==> config.mk <==
export PLATFORM = sky130hd
export DESIGN_NAME = param_register_file
export DESIGN_NICKNAME = d
export VERILOG_FILES = /design/src/rtl/param_register_file.sv
export SDC_FILE = /design/constraint.sdc
export NUM_CORES = 2
export LEC_CHECK = 0
export BUFFER_PORTS_ARGS = -buffer_cell sky130_fd_sc_hd__buf_2
export CORE_MARGIN = 1.5
export CORE_UTILIZATION = 25
export DETAILED_ROUTE_END_ITERATION = 10
export GPL_ROUTABILITY_DRIVEN = 0
export HOLD_SLACK_MARGIN = 0.12
export PLACE_DENSITY = 0.38
export SLEW_MARGIN = 10
export SYNTH_ARGS = -nofsm -noshare
export SYNTH_HDL_FRONTEND = slang
export SYNTH_SLANG_ARGS = --single-unit
==> constraint.sdc <==
create_clock -name clk -period 6.5 [get_ports clk]
set_clock_uncertainty 0.15 [all_clocks]
set_input_delay 1.3 -clock clk [delete_from_list [all_inputs] [get_ports clk]]
set_output_delay 1.3 -clock clk [all_outputs]
set_load 0.01 [all_outputs]
==> src/rtl/param_register_file.sv <==
`default_nettype none
// +----------------------------------------------------------------------------+
// | param_register_file: multi-read, dual-write register file with optional   |
// | write-to-read bypass, hardwired zero register and synchronous clear.      |
// | Revision: 1.0                                                              |
// +----------------------------------------------------------------------------+
module param_register_file #(
  parameter int DATA_W   = 32,
  parameter int ADDR_W   = 5,
  parameter int DEPTH    = 32,
  parameter int NUM_READ = 2,
  parameter int BYPASS   = 1,
  parameter int ZERO_REG = 1
) (
  input  logic                         clk,
  input  logic                         reset,
  input  logic [NUM_READ*ADDR_W-1:0]   readAddr,
  output logic [NUM_READ*DATA_W-1:0]   readData,
  input  logic                         writeEnable0,
  input  logic [ADDR_W-1:0]            writeReg0,
  input  logic [DATA_W-1:0]            writeData0,
  input  logic                         writeEnable1,
  input  logic [ADDR_W-1:0]            writeReg1,
  input  logic [DATA_W-1:0]            writeData1
);

  logic [DEPTH-1:0][DATA_W-1:0] entry_w;

  // Each entry decodes its own write; addresses >= DEPTH match no entry and are dropped.
  for (genvar e = 0; e < DEPTH; e++) begin : g_entry
    localparam logic [ADDR_W-1:0] c_IDX = ADDR_W'(e);

    if ((ZERO_REG != 0) && (e == 0)) begin : g_zero
      assign entry_w[e] = '0;
    end else begin : g_reg
      logic [DATA_W-1:0] data_q;
      logic [DATA_W-1:0] data_d;

      always_comb begin
        data_d = data_q;
        if (writeEnable1 && (writeReg1 == c_IDX)) begin
          data_d = writeData1;
        end else if (writeEnable0 && (writeReg0 == c_IDX)) begin
          data_d = writeData0;
        end
      end

      always_ff @(posedge clk) begin
        if (reset) begin
          data_q <= '0;
        end else begin
          data_q <= data_d;
        end
      end

      assign entry_w[e] = data_q;
    end
  end

  for (genvar k = 0; k < NUM_READ; k++) begin : g_read
    logic [ADDR_W-1:0] addr_w;
    logic [DATA_W-1:0] stored_w;
    logic [DATA_W-1:0] data_w;
    logic              hit_w;
    logic              byp_ok_w;

    assign addr_w = readAddr[k*ADDR_W +: ADDR_W];

    // Out-of-range addresses never hit, so they read 0 and are never bypassed.
    always_comb begin
      stored_w = '0;
      hit_w    = 1'b0;
      for (int e = 0; e < DEPTH; e++) begin
        if (addr_w == ADDR_W'(e)) begin
          stored_w = entry_w[e];
          hit_w    = 1'b1;
        end
      end
    end

    always_comb begin
      byp_ok_w = hit_w && !reset && (BYPASS != 0)
                 && !((ZERO_REG != 0) && (addr_w == '0));
      data_w = stored_w;
      if (byp_ok_w) begin
        if (writeEnable1 && (writeReg1 == addr_w)) begin
          data_w = writeData1;
        end else if (writeEnable0 && (writeReg0 == addr_w)) begin
          data_w = writeData0;
        end
      end
    end

    assign readData[k*DATA_W +: DATA_W] = data_w;
  end

endmodule
`default_nettype wire

==> summary.md <==
| Metric | Value |
|---|---|
| Most frequent cell after synthesis | nor2_1 |
| DR iter-0 viols | 14,500 |
| Maxcap violations | 1 |
| Root Driver | clkbuf_16 |
| Simple logic cell fraction of the synthesized area | 13.7% |
| YS warnings | 0 |
| CTS resizes | 7 |
| Cells after Synth | 8,403 |
| Die Y | 520 µm |
| M2 GR Usage | 49.4% |
| Top Ports | 152 |
| Layout cells sized above 1 | 15.0% |
| Post-synthesis compound-gate area fraction | 30.2% |
| Hold_ws | 0.416 ns |
| EDFF count, synth | 0 |
| Req. time, crit path | 5.05 ns |
| Leak pwr | 0.0292 µW |
| Distinct cell type count after synthesis | 96 |
| Final Cell Area | 77,800 µm² |
| Net Count, Synth | 8,491 |
| Clock insertion delay at the later pin of the skew report | 0.85 ns |
| Synth area leader | dfxtp_1 |
| Largest net degree at the start of global routing | 145 |
| Hold Crit Class | flop to flop |
| Die Area | 270,000 µm² |
| Ys async rst share | 0% |
| Max-slew violation count | 2 |
| Drt pass-1 iters | 7 |
| PD cells | 220 nW/µm² |
| Reg clk slew, reported paths | 0.06 ns |
| Cell area after synthesis | 66,800 µm² |
| Final setup margin | -0.214 ns |
| Synth Area per Inst | 7.95 µm² |
| Top flop regs | g_entry.g_reg.data_q: 992 flops |
| Main combinational cell family by area after synthesis | compound AO/OA/AOI/OAI gates |
| Status | finished, violations left |
| Routed via count | 77,600 |
| Ys flop type | dfxtp_1 |
| Critical path class | input pin to output pin |
| Period Utilization, post-route | 103% |
| Clock sink total | 992 |
| Total CTS buffers | 133 |
| Max FFs per register | 992 |
| Slew @ Worst Pin | 1.51 ns |
| Vias per cell | 6.51 |
| Wirelength per Cell | 41.0 µm |
| Worst IR Drop VDD | 0.306 mV |
| CTS tree | yes |
| Drt drc | 0 |
| Row count | 189 |
| Worst Path Arrival | 5.26 ns |
| Final hold vios | 0 |
| Tmin final | 6.71 ns |
| Top cells by area, synth | dfxtp_1, mux2i_1, a211oi_1 |
| Commonest cells in the netlist | nor2_1, mux2i_1, a211oi_1 |
| Vias in the first global route | 70,600 |
| Multiplexer share of the synthesized area | 19.2% |
| Final nets | 8,341 |
| Crit path launch type | input pin |
| Initial antenna violation count | 47 |
| #FFs+latches synth | 992 |
| First-pass GRT wire length | 650,000 µm |
| GRT Overall Usage | 34.6% |
| CP endpoint kind | output pin |
| Met1 GRT Util | 45.9% |
| Unrepaired setup endpoints after global routing | false |
| Initial Util | 25.2% |
| Die width | 520 µm |
| Adder-cell share of the synthesized area | 0% |
| Sequential element share of the synthesized area | 29.7% |
| Area growth from synthesis to layout | 16.5% |
| Synth top area share | 29.7% |
| Fmax | 149 MHz |
| Bufs on Longest Clock Path | 3 |
| Remaining Overflow, GRT | 0 |
| Post-DP HPWL | 350,000 µm |
| GR peak layer | met2 |
| Largest Register | g_entry.g_reg.data_q |
| Pre-CTS WS | -0.193 ns |
| CTS hold repair buffers | 0 |
| Final antenna-violating net count | 0 |
| Slew HR | -1.25% |
| Postcts setup bufs | 0 |
| Port bufs | 151 |
| CP max FO | 43 |
| Met3 Usage GRT | 9.11% |
| Placed cell area | 73,200 µm² |
| Failing checks | capacitance limit, slew limit, setup timing |
| Routed WL | 489,000 µm |
| Core box area | 266,000 µm² |
| XOR/XNOR Fraction of Synth Area | 0.288% |
| H-tree depth | 4 |
| Setup violators final | 20 |
[kinds of logic after synthesis]
family | after synthesis
buffers and inverters | 1099
flip-flops | 992
XOR/XNOR | 22
multiplexers | 1253
AND/OR/NAND/NOR | 2114
AO/OA/AOI/OAI | 2923
[metrics by stage]
| step | setup TNS, ns | util, % | cells | power, µW |
|---|---|---|---|---|
| 6_report | -1.51 | 29.3 | 11900 | 17100 |
| 3_5_place_dp | -0.459 | 27.6 | 11700 | 9290 |
| 5_1_grt | 0 | 29.3 | 11900 | 17300 |
| 3_3_place_gp | -1.49 | 27.6 | 11600 | 9280 |
| 2_1_floorplan | 0 | - | 8403 | 7740 |
| 4_1_cts | 0 | 29.2 | 11900 | 16900 |
[area by class of cell]
cell class	count	area, µm²
fill	28300	188000
sequential	992	19900
inverter	25	100
clock buffer	200	3900
tap	3533	4420
timing repair buffer	789	6010
multi-input combinational	6312	43000
antenna	34	85.1
clock inverter	37	508
[cells in the final DEF (no fill, tap or decap), types with 58 or more instances in the layout]
master     synthesis  layout
buf_2            252     143
mux2_2            88      88
nor3_1            77      71
buf_4             19     608
o221ai_1          65      65
o21ai_0          416     411
a211oi_1        1081    1079
o22ai_1          209     209
nand3_1           79      72
o22a_1            58      58
nor2_1          1357    1330
a21oi_1          417     416
dfxtp_1          992     992
a22oi_1          124     124
mux2i_1         1149    1149
clkbuf_16          0     133
nand2_1          308     278
a221oi_1          77      76
[worst paths after layout]
path                                start                           end  slack [ns]  cells after the start
max reg2reg   g_entry[7].g_reg.data_q[10]   g_entry[7].g_reg.data_q[10]        5.09                      2
min          g_entry[25].g_reg.data_q[31]  g_entry[25].g_reg.data_q[31]        0.42                      2
min reg2reg  g_entry[25].g_reg.data_q[31]  g_entry[25].g_reg.data_q[31]        0.42                      2
max                           readAddr[6]                  readData[36]       -0.21                     10
[critical path, cell delays in order]
cell	delay [ns]
buf_8	0.35
nand2b_2	0.27
buf_4	0.30
nor2_1	0.79
a221oi_1	0.27
a211oi_1	0.49
nor2_1	0.14
o41ai_1	0.80
buf_4	0.30
buf_2	0.16
[metal layers]
metal / routed length, µm / part of all wire (%) / up-vias
li1: - / - / 31300
met5: 430 / 0.088 / -
met1: 198000 / 40 / 38500
met2: 198000 / 40 / 6343
met4: 37000 / 7.6 / 24
met3: 55900 / 11 / 1455
[power by group]
part,leakage (µW),total (µW),switching (µW),internal [µW]
Combinational,0.0190,2970,2200,774
Clock,0.00216,7730,3320,4410
Sequential,0.00802,6390,192,6200
No activity file was read; power rests on OpenSTA's default activity.
